[config.mk]
export PLATFORM = sky130hd
export DESIGN_NAME = cpu_sequencer
export DESIGN_NICKNAME = d
export VERILOG_FILES = /design/src/rtl/cpu_sequencer.sv
export SDC_FILE = /design/constraint.sdc
export NUM_CORES = 1
export LEC_CHECK = 0
export CAP_MARGIN = 0
export CORE_MARGIN = 4
export CORE_UTILIZATION = 66
export CTS_CLUSTER_DIAMETER = 100
export DETAILED_ROUTE_END_ITERATION = 8
export DONT_BUFFER_PORTS = 1
export PLACE_DENSITY = 0.82
export SLEW_MARGIN = 40
export SYNTH_ARGS = -nofsm -noshare
export SYNTH_HDL_FRONTEND = slang
export SYNTH_SLANG_ARGS = --single-unit
export TNS_END_PERCENT = 50
[constraint.sdc]
create_clock -name clk -period 4.8 [get_ports clk]
set_clock_uncertainty 0.15 [all_clocks]
set_input_delay 0.24 -clock clk [delete_from_list [all_inputs] [get_ports clk]]
set_output_delay 0.24 -clock clk [all_outputs]
set_load 0.05 [all_outputs]
[src/rtl/cpu_sequencer.sv]
// cpu_sequencer: architectural state around control_unit for the 8-bit
// multi-cycle CPU. It holds the FSM state, PC, IR, zero flag, halt latch and
// retired-instruction counter, and gates advance for run/single-step debug.
//
// state      | meaning
// -----------+-----------------------------------------------
// FETCH      | 000 instruction boundary; only place run/step can pause
// DECODE     | 001 decode instruction register
// EXECUTE    | 010 ALU operation / branch resolution
// MEMORY     | 011 data memory access
// WRITEBACK  | 100 register write-back
// HALT_STATE | 101 halted; frozen until reset
// (110/111 are illegal and fold back to FETCH)
module cpu_sequencer #(
  parameter int PC_WIDTH  = 8,
  parameter int CNT_WIDTH = 16,
  parameter int RESET_PC  = 0
) (
  input  logic                 clk,
  input  logic                 reset,
  input  logic                 run,
  input  logic                 step,
  input  logic [2:0]           next_state,
  input  logic                 pc_we,
  input  logic                 pc_sel,
  input  logic [3:0]           pc_offset,
  input  logic                 ir_we,
  input  logic                 zf_we,
  input  logic                 halt,
  input  logic [7:0]           mem_rdata,
  input  logic                 alu_zero,
  output logic [2:0]           state,
  output logic [7:0]           instr,
  output logic                 zf,
  output logic [PC_WIDTH-1:0]  pc,
  output logic                 halted,
  output logic                 busy,
  output logic [CNT_WIDTH-1:0] instr_count
);

  typedef enum logic [2:0] {
    ST_FETCH     = 3'b000,
    ST_DECODE    = 3'b001,
    ST_EXECUTE   = 3'b010,
    ST_MEMORY    = 3'b011,
    ST_WRITEBACK = 3'b100,
    ST_HALT      = 3'b101
  } state_t;

  state_t                state_q;
  state_t                state_load;
  logic                  adv;
  logic                  halting;
  logic                  retire;
  logic                  cnt_max;
  logic [PC_WIDTH-1:0]   offset_ext;
  logic [PC_WIDTH-1:0]   pc_next;

  assign state = state_q;

  // Advance unless halted; a pause can only hold the block at FETCH.
  assign adv = !halted && (run || (state_q != ST_FETCH) || step);

  // Halt request from either the dedicated strobe or the FSM encoding.
  assign halting = halt || (next_state == ST_HALT);

  // Decode next_state, folding the two unused encodings back to FETCH.
  always_comb begin
    state_load = ST_FETCH;
    case (next_state)
      3'b000:  state_load = ST_FETCH;
      3'b001:  state_load = ST_DECODE;
      3'b010:  state_load = ST_EXECUTE;
      3'b011:  state_load = ST_MEMORY;
      3'b100:  state_load = ST_WRITEBACK;
      3'b101:  state_load = ST_HALT;
      default: state_load = ST_FETCH;
    endcase
  end

  // Next PC: increment or relative branch, wrapping modulo 2^PC_WIDTH.
  assign offset_ext = {{(PC_WIDTH-4){pc_offset[3]}}, pc_offset};
  assign pc_next    = pc_sel ? (pc + offset_ext) : (pc + {{(PC_WIDTH-1){1'b0}}, 1'b1});

  // An instruction retires when it returns to FETCH or halts from a non-FETCH state.
  assign retire  = (state_q != ST_FETCH) && (halting || (state_load == ST_FETCH));
  assign cnt_max = &instr_count;

  assign busy = (state_q != ST_FETCH) && !halted;

  // Architectural state update; reset first, then everything gated by adv.
  always_ff @(posedge clk) begin
    if (reset) begin
      state_q     <= ST_FETCH;
      pc          <= PC_WIDTH'(RESET_PC);
      instr       <= 8'h00;
      zf          <= 1'b0;
      halted      <= 1'b0;
      instr_count <= '0;
    end else if (adv) begin
      if (halting) begin
        state_q <= ST_HALT;
        halted  <= 1'b1;
      end else begin
        state_q <= state_load;
      end
      if (pc_we) pc <= pc_next;
      if (ir_we) instr <= mem_rdata;
      if (zf_we) zf <= alu_zero;
      if (retire && !cnt_max) instr_count <= instr_count + 1'b1;
    end
  end

endmodule

==> results.sh, run 1 <==
export IMPL_status="finished clean"
export IMPL_clock_sinks=37
export IMPL_synthTopCellsByArea="dfxtp_1 39%, a21oi_1 7.3%, nand2_1 7.1%"
export IMPL_whs_path_depth=2
export IMPL_area_growth_pct=10.4
export IMPL_crit_chain="nor3_2 > a21oi_1 > nand3_1 > dlygate4sd3_1 > a21oi_1 > dlygate4sd3_1"
export IMPL_yosys_warnings=0
export IMPL_min_from="reset"
export IMPL_r2r_end="zf"
export IMPL_regToRegSetupSlack_ns=1.84
export IMPL_dr_first_iter_drc_count=114
export IMPL_fin_tns_setup_ns=0
export IMPL_setup_viol_count_final=0
export IMPL_seq_area_frac_synth=0.387
export IMPL_grt_pass1_vias=1675
export IMPL_cts_buffers_inserted=5
export IMPL_synth_xor_area_frac=0.0412
export IMPL_muxShareOfSynthArea=0.0164
export IMPL_insertion_delay_ns=0.34
export IMPL_htree_levels=2
export IMPL_ant_nets=0
export IMPL_finalCritPeriodShare=0.616
export IMPL_synth_fp_nets=268
export IMPL_routabilityCongestion=0.813
export IMPL_synth_edff_count=0
export IMPL_die_h_microns=61.8
export IMPL_arrival_ns=3.10
export IMPL_synth_top_area_frac=0.387
export IMPL_fmax_mhz=338
export IMPL_slew_headroom=0.510
export IMPL_drv_cap=0
export IMPL_post_drt_wl_per_cell_microns=16.5
export IMPL_fin_cells=279
export IMPL_io_buffers=0
export IMPL_crit_family="buffers and inverters"
export IMPL_layout_drive_gt1_share=0.0605
export IMPL_utilization=0.765
export IMPL_synth_adder_area_share=0.0497
export IMPL_rows=19
export IMPL_crit_slowest_cell="dfxtp_1"
export IMPL_hold_path_class="in2reg"
export IMPL_top_level_ports=63
export IMPL_end_kind="register"
export IMPL_grt_pass1_wl_microns=6970
export IMPL_n_antenna_cell=0
export IMPL_dieWidth_microns=61.8
export IMPL_rr_worst_depth=6
export IMPL_path_max_fanout=8
export IMPL_grt_ovfl_total=0
export IMPL_place_area_sq_mm=0.00191
export IMPL_fillerInstances=204
export IMPL_cts_root_buffer="clkbuf_4"
export IMPL_r2r_start="state[1]"
export IMPL_rsz0062_at_grt="false"
export IMPL_netlist_area_sq_mm=0.00191
export IMPL_grt_start_max_net_pins=39
export IMPL_netlist_instances=236
export IMPL_drc=0
export IMPL_maxSlewViolCount=0
export IMPL_ctsHoldBuffers=14
export IMPL_ys_flop_type="dfxtp_1"
export IMPL_yosys_area_share_simple=0.302
export IMPL_slowest_delay_ns=0.71
export IMPL_path_clk_slew_ns=0.10
export IMPL_period_minus_slack_ns=2.96
export IMPL_crit_type="reg2reg"
export IMPL_final_hold_viol_count=0
export IMPL_drt_total_wl_microns=4600
export IMPL_dp_cells=258
export IMPL_synth_top_family_by_area="simple AND/OR/NAND/NOR gates"
export IMPL_cts_setup_buffers=0
export IMPL_crit_path_start_kind="register"
export IMPL_cp_buffers_inverters=2
export IMPL_yosys_area_top_type="dfxtp_1"
export IMPL_synth_commonest_cells="37 x dfxtp_1, 36 x nand2_1, 28 x a21oi_1"
export IMPL_worst_slew_pin_slew_ns=0.733
export IMPL_initial_core_util=0.693
export IMPL_final_cell_area_sq_mm=0.00211
export IMPL_peakVddDrop_mv=0.293
export IMPL_core_area_sq_mm=0.00276
export IMPL_dpl_hpwl_microns=3060
export IMPL_worstPathRequired_ns=4.94
export IMPL_fin_nets=280
export IMPL_via_per_inst=6.44
export IMPL_syn_area_per_cell_sq_um=8.10
export IMPL_async_reset_ff_frac=0
export IMPL_cts_tree="yes"
export IMPL_grtUsageTotal=0.245
export IMPL_cts_resized=0
export IMPL_synth_cell_types=38
export IMPL_vias=1796
export IMPL_powerDensity_mw_per_mm2=305
export IMPL_firstDrtPassIters=4
export IMPL_die_area_sq_mm=0.00382
export IMPL_antenna_found_initial=0
export IMPL_worstHoldEndpoint="pc[7]"
export IMPL_ys_ff_latch=37
export IMPL_synth_compound_area_share=0.160
export IMPL_clockBufferDepth=2
export IMPL_synth_most_common_cell="dfxtp_1"
export IMPL_cellLeakagePower_nw=0.779
==> worst reg2reg max path, stage by stage, from the launching register on <==
cell	delay, ns
dfxtp_1	0.71
nor3_2	0.13
a21oi_1	0.48
nand3_1	0.16
dlygate4sd3_1	0.60
a21oi_1	0.13
dlygate4sd3_1	0.55
==> worst max path at each step <==
stage                        start        endpoint  depth (start not counted)
floorplan                    pc[2]           pc[7]                          6
global placement          state[2]  instr_count[9]                          5
detailed placement  instr_count[6]  instr_count[1]                          5
CTS                       state[1]              zf                          6
global route              state[1]              zf                          6
finish                    state[1]              zf                          6
==> stage by stage <==
| stage | hold WS (ns) | setup slack [ns] | power (mW) |
|---|---|---|---|
| floorplan | 0.226 | 2.35 | 0.459 |
| global placement | 0.162 | 2.23 | 0.461 |
| detailed placement | 0.165 | 2.14 | 0.467 |
| CTS | 0.000536 | 1.93 | 0.642 |
| global route | 0.0108 | 1.66 | 0.672 |
| finish | 0.000550 | 1.84 | 0.645 |
==> power breakdown <==
| group | internal, mW | total (mW) | leakage [nW] | switching (mW) |
|---|---|---|---|---|
| sequential | 0.321 | 0.388 | 0.301 | 0.0667 |
| combinational | 0.0364 | 0.0898 | 0.446 | 0.0535 |
| clock | 0.0691 | 0.167 | 0.0314 | 0.0977 |
| total | 0.427 | 0.645 | 0.779 | 0.218 |
==> per-layer routing <==
metal | global-route usage | vias up | part of all wire
li1 | - | 865 | -
met2 | 0.430 | 77 | 0.50
met5 | 0 | - | 0
met4 | 0.100 | 0 | 0.023
met3 | 0.0826 | 16 | 0.085
met1 | 0.269 | 838 | 0.39
==> logic make-up (layout without fill, tap and decap cells) <==
logic type	Yosys count	after routing
AND/OR/NAND/NOR	112	112
AO/OA/AOI/OAI	50	50
flip-flops	37	37
buffers and inverters	18	30
XOR/XNOR	9	9
adder cells (fa/ha/maj)	7	7
multiplexers	3	3
==> flip-flops by register name, indices dropped and copies added, names as in the netlist <==
| name | cells |
|---|---|
| zf | 1 |
| state | 3 |
| halted | 1 |
| instr_count | 16 |
| pc | 8 |
| instr | 8 |
==> layout make-up <==
type / count / area [sq um] / share of cell area
Clock buffer: 7 / 55.1 / 0.0261
Timing Repair Buffer: 14 / 150 / 0.0711
Tap cell: 31 / 38.8 / 0.0184
Inverter: 9 / 33.8 / 0.0160
Multi-Input combinational cell: 181 / 1090 / 0.517
Sequential cell: 37 / 741 / 0.351
==> cells in the final DEF, fill, tap and decap left out, drive strengths merged, types with 2 or more instances in the layout <==
master       instances
dfxtp               37
nand2               36
a21oi               28
nor2                18
dlygate4sd3         13
nand3               11
inv                  9
or4                  8
nor4                 7
o21ai                7
clkbuf               7
o31ai                6
ha                   6
nor2b                5
xnor2                5
nand2b               4
nand4                4
and3                 4
xor2                 4
or3                  4
and2                 3
a211oi               3
nor3                 3
mux2i                2
a31o                 2
nor4b                2
a311oi               2
(Power assumes the default switching activity.)
==> inputs of run 2 (changes only) <==
CORE_UTILIZATION = 62   (was 66)
PLACE_DENSITY = 0.78   (was 0.82)
clock period = 2.8 ns   (was 4.8 ns; I/O delays follow)
==> results.sh, run 2 (synthesized netlist as in run 1, its figures left out) <==
export IMPL_worstPathRequired_ns=2.91
export IMPL_peakVddDrop_mv=0.411
export IMPL_io_buffers=0
export IMPL_cts_resized=0
export IMPL_cts_buffers_inserted=5
export IMPL_via_per_inst=6.59
export IMPL_worst_slew_pin_slew_ns=0.690
export IMPL_end_kind="register"
export IMPL_crit_chain="dlygate4sd3_1 > a31o_2 > dlygate4sd3_1 > a21oi_1 > dlygate4sd3_1 > nor2_1 > dlygate4sd3_1"
export IMPL_grt_start_max_net_pins=41
export IMPL_final_common_cell="dfxtp_1"
export IMPL_arrival_ns=2.84
export IMPL_cts_root_buffer="clkbuf_4"
export IMPL_post_drt_wl_per_cell_microns=20.3
export IMPL_crit_path_start_kind="input pin"
export IMPL_largest_reg_flops=16
export IMPL_cp_common_cell="dlygate4sd3_1"
export IMPL_powerDensity_mw_per_mm2=474
export IMPL_cts_tree="yes"
export IMPL_routabilityCongestion=0.871
export IMPL_cellLeakagePower_nw=0.997
export IMPL_insertion_delay_ns=0.36
export IMPL_cts_setup_buffers=0
export IMPL_grt_pass1_vias=2250
export IMPL_crit_slowest_cell="dlygate4sd3_1"
export IMPL_dp_cells=282
export IMPL_fin_tns_setup_ns=0
export IMPL_grt_ovfl_total=0
export IMPL_firstDrtPassIters=5
export IMPL_top_level_ports=63
export IMPL_finalCritPeriodShare=0.976
export IMPL_clock_sinks=37
export IMPL_grtUsageTotal=0.335
export IMPL_dr_first_iter_drc_count=249
export IMPL_path_max_fanout=3
export IMPL_initial_core_util=0.670
export IMPL_die_area_sq_mm=0.00404
export IMPL_top_register="instr_count"
export IMPL_slew_headroom=0.539
export IMPL_drc=0
export IMPL_reg_top3="instr_count: 16 flops, instr: 8 flops, pc: 8 flops"
export IMPL_htree_levels=2
export IMPL_drt_total_wl_microns=6570
export IMPL_ant_nets=0
export IMPL_fmax_mhz=366
export IMPL_path_clk_slew_ns=0.13
export IMPL_crit_family="buffers and inverters"
export IMPL_dieWidth_microns=63.5
export IMPL_cp_buffers_inverters=4
export IMPL_status="finished clean"
export IMPL_fin_cells=324
export IMPL_layout_drive_gt1_share=0.137
export IMPL_die_h_microns=63.5
export IMPL_hold_path_class="in2reg"
export IMPL_rsz0062_at_grt="false"
export IMPL_antenna_found_initial=0
export IMPL_slowest_delay_ns=0.58
export IMPL_crit_type="in2reg"
export IMPL_final_hold_viol_count=0
export IMPL_setup_viol_count_final=0
export IMPL_vias=2135
export IMPL_maxSlewViolCount=0
export IMPL_fin_nets=323
export IMPL_core_area_sq_mm=0.00285
export IMPL_dpl_hpwl_microns=3570
export IMPL_final_cell_mix="37 x dfxtp_1, 36 x nand2_1, 32 x dlygate4sd3_1, 28 x a21oi_1, 24 x buf_4"
export IMPL_drv_cap=0
export IMPL_rows=19
export IMPL_clockBufferDepth=2
export IMPL_period_minus_slack_ns=2.73
export IMPL_area_growth_pct=29.6
export IMPL_grt_pass1_wl_microns=10800
export IMPL_ctsHoldBuffers=33
[run 2: final timing paths]
check                start  endpoint  slack, ns  depth (start not counted)
max                   halt    halted       0.07                          7
min          next_state[2]  state[1]       0.03                          4
max reg2reg         halted        zf       0.19                          6
min reg2reg          pc[1]     pc[1]       0.40                          2
[run 2: worst min-delay path: stages]
cell and delay (ns):
a31o_2 0.15, nor4b_1 0.06, a21oi_1 0.11, nor2_1 0.05
[run 2: metal layers]
metal | wire [microns] | GRT usage
met1 | 2340 | 0.367
met2 | 3280 | 0.578
met3 | 600 | 0.0906
met4 | 344 | 0.189
met5 | 0 | 0
[run 2: area by class of cell]
cell class | count | area (sq um)
Antenna cell | 1 | 2.50
Tap cell | 31 | 38.8
Timing Repair Buffer | 57 | 520
Sequential cell | 37 | 741
Inverter | 9 | 33.8
Clock inverter | 3 | 17.5
Multi-Input combinational cell | 181 | 1090
Fill cell | 148 | 374
Clock buffer | 5 | 37.5
[run 2: metrics by stage]
stage          utilization  total power, mW  worst slack (ns)  cell area (sq um)  hold WS [ns]
6_report             0.869             1.18            0.0659               2480        0.0300
5_1_grt              0.868             1.22           0.00639               2480        0.0541
4_1_cts              0.868             1.16             0.187               2480        0.0228
3_5_place_dp         0.729            0.824             0.546               2080        0.0662
3_3_place_gp         0.729            0.812             0.621               2080        0.0628
2_1_floorplan            -            0.787             0.354               1910         0.126
[run 2: where the power goes]
part	leakage [nW]	internal, mW	switching (mW)
sequential	0.301	0.551	0.0612
clock	0.0310	0.0948	0.196
combinational	0.664	0.101	0.171
==> inputs of run 3 (changes only) <==
--- a/config.mk
+++ b/config.mk
@@ -12,5 +12,5 @@
 export DETAILED_ROUTE_END_ITERATION = 8
 export DONT_BUFFER_PORTS = 1
-export PLACE_DENSITY = 0.78
+export PLACE_DENSITY = 0.83
 export SLEW_MARGIN = 40
 export SYNTH_ARGS = -nofsm -noshare
==> constraint.sdc (replaced) <==
create_clock -name clk -period 2.8 [get_ports clk]
set_clock_uncertainty 0.15 [all_clocks]
set_input_delay 0.56 -clock clk [delete_from_list [all_inputs] [get_ports clk]]
set_output_delay 0.56 -clock clk [all_outputs]
set_load 0.05 [all_outputs]
==> results.sh, run 3 (synthesized netlist as in run 1, its figures left out) <==
export IMPL_status="finished clean"
export IMPL_fin_nets=293
export IMPL_timing_final_ws_setup_ns=0.374
export IMPL_p_clk_frac=0.279
export IMPL_final_common_cell="dfxtp_1"
export IMPL_p_int_mw=0.740
export IMPL_switchingPower_mw=0.383
export IMPL_drc=0
export IMPL_setup_viol_count_final=0
export IMPL_peakVddDrop_mv=0.487
export IMPL_cts_buffers_inserted=5
export IMPL_top_level_ports=63
export IMPL_fillerInstances=236
export IMPL_pre_cts_slack_ns=0.259
export IMPL_grt_pass1_vias=1693
export IMPL_utilization=0.760
export IMPL_end_kind="primary output"
export IMPL_core_area_sq_mm=0.00285
export IMPL_io_buffers=0
export IMPL_firstDrtPassIters=5
export IMPL_dr_first_iter_drc_count=97
export IMPL_hold_path_class="in2reg"
export IMPL_dieWidth_microns=63.5
export IMPL_netSwitchingFraction=0.341
export IMPL_initial_core_util=0.670
export IMPL_period_minus_slack_ns=2.43
export IMPL_path_clk_slew_ns=0.12
export IMPL_grt_pass1_wl_microns=7310
export IMPL_crit_path_start_kind="register"
export IMPL_path_max_fanout=9
export IMPL_p_seq_frac=0.541
export IMPL_cts_tree="yes"
export IMPL_reg_top3="instr_count: 16 flops, instr: 8 flops, pc: 8 flops"
export IMPL_p_total_mw=1.12
export IMPL_post_drt_wl_per_cell_microns=14.3
export IMPL_finalCritPeriodShare=0.867
export IMPL_rows=19
export IMPL_fmax_mhz=412
export IMPL_power_share_combinational=0.180
export IMPL_arrival_ns=1.72
export IMPL_ctsHoldBuffers=0
export IMPL_via_per_inst=5.86
export IMPL_crit_type="reg2out"
export IMPL_antenna_found_initial=0
export IMPL_routabilityCongestion=0.814
export IMPL_htree_levels=2
export IMPL_largest_reg_flops=16
export IMPL_grt_start_max_net_pins=41
export IMPL_layout_drive_gt1_share=0.160
export IMPL_final_cell_mix="37 x dfxtp_1, 36 x nand2_1, 28 x a21oi_1, 27 x buf_4, 18 x nor2_1"
export IMPL_powerDensity_mw_per_mm2=518
export IMPL_final_hold_viol_count=0
export IMPL_clock_sinks=37
export IMPL_drt_total_wl_microns=4180
export IMPL_clockBufferDepth=2
export IMPL_slew_headroom=0.567
export IMPL_grt_ovfl_total=0
export IMPL_hold_slack_ns=0.109
export IMPL_die_area_sq_mm=0.00404
export IMPL_cts_setup_buffers=0
export IMPL_maxSlewViolCount=0
export IMPL_area_growth_pct=13.4
export IMPL_die_h_microns=63.5
export IMPL_vias=1718
export IMPL_worst_slew_pin_slew_ns=0.649
export IMPL_cellLeakagePower_nw=0.864
export IMPL_insertion_delay_ns=0.35
export IMPL_drv_cap=0
export IMPL_ant_nets=0
export IMPL_dpl_hpwl_microns=3090
export IMPL_grtUsageTotal=0.222
export IMPL_worstPathRequired_ns=2.09
export IMPL_rsz0062_at_grt="false"
export IMPL_top_register="instr_count"
export IMPL_n_antenna_cell=0
export IMPL_fin_tns_setup_ns=0
export IMPL_cts_resized=0
export IMPL_cts_root_buffer="clkbuf_4"
[run 3: layout make-up]
class	instances	area, sq um	share of cell area
clock inverter	2	13.8	0.00635
clock buffer	6	51.3	0.0237
tap	31	38.8	0.0179
multi-input combinational	181	1090	0.501
sequential	37	741	0.342
inverter	9	33.8	0.0156
timing repair buffer	27	203	0.0935
[run 3: per-layer routing]
| metal | vias up | global-route usage | wire, microns | share of wire |
|---|---|---|---|---|
| met2 | 47 | 0.366 | 1950 | 0.47 |
| met5 | - | 0 | 0 | 0 |
| met3 | 6 | 0.0782 | 302 | 0.072 |
| met1 | 769 | 0.274 | 1880 | 0.45 |
| li1 | 896 | - | - | - |
| met4 | 0 | 0.0566 | 46 | 0.011 |
[run 3: critical path, cell delays in order (launching register included)]
cell and delay (ns):
dfxtp_1 0.34, nor3_2 0.25, or2_0 0.43, inv_1 0.35
[run 3: per-stage QoR]
stage / std cells / area [sq um]
floorplan: 236 / 1910
global placement: 285 / 2100
detailed placement: 285 / 2100
CTS: 293 / 2170
global route: 293 / 2170
finish: 293 / 2170
[run 3: power groups by stage]
stage          logic [mW]  registers (mW)  clock network, mW
2_1_floorplan       0.118           0.669                  0
3_3_place_gp        0.197           0.619                  0
3_5_place_dp        0.202           0.620                  0
4_1_cts             0.202           0.608              0.322
5_1_grt             0.224           0.611              0.345
6_report            0.202           0.607              0.314
[run 3: path summary, 6_finish.rpt]
kind,startpoint,endpoint,slack [ns],depth (start not counted)
worst max-delay path,state[2],busy,0.37,3
worst min-delay path,reset,pc[4],0.11,1
worst max register to register,state[0],instr_count[9],0.52,5
worst min register to register,instr_count[4],instr_count[4],0.38,2
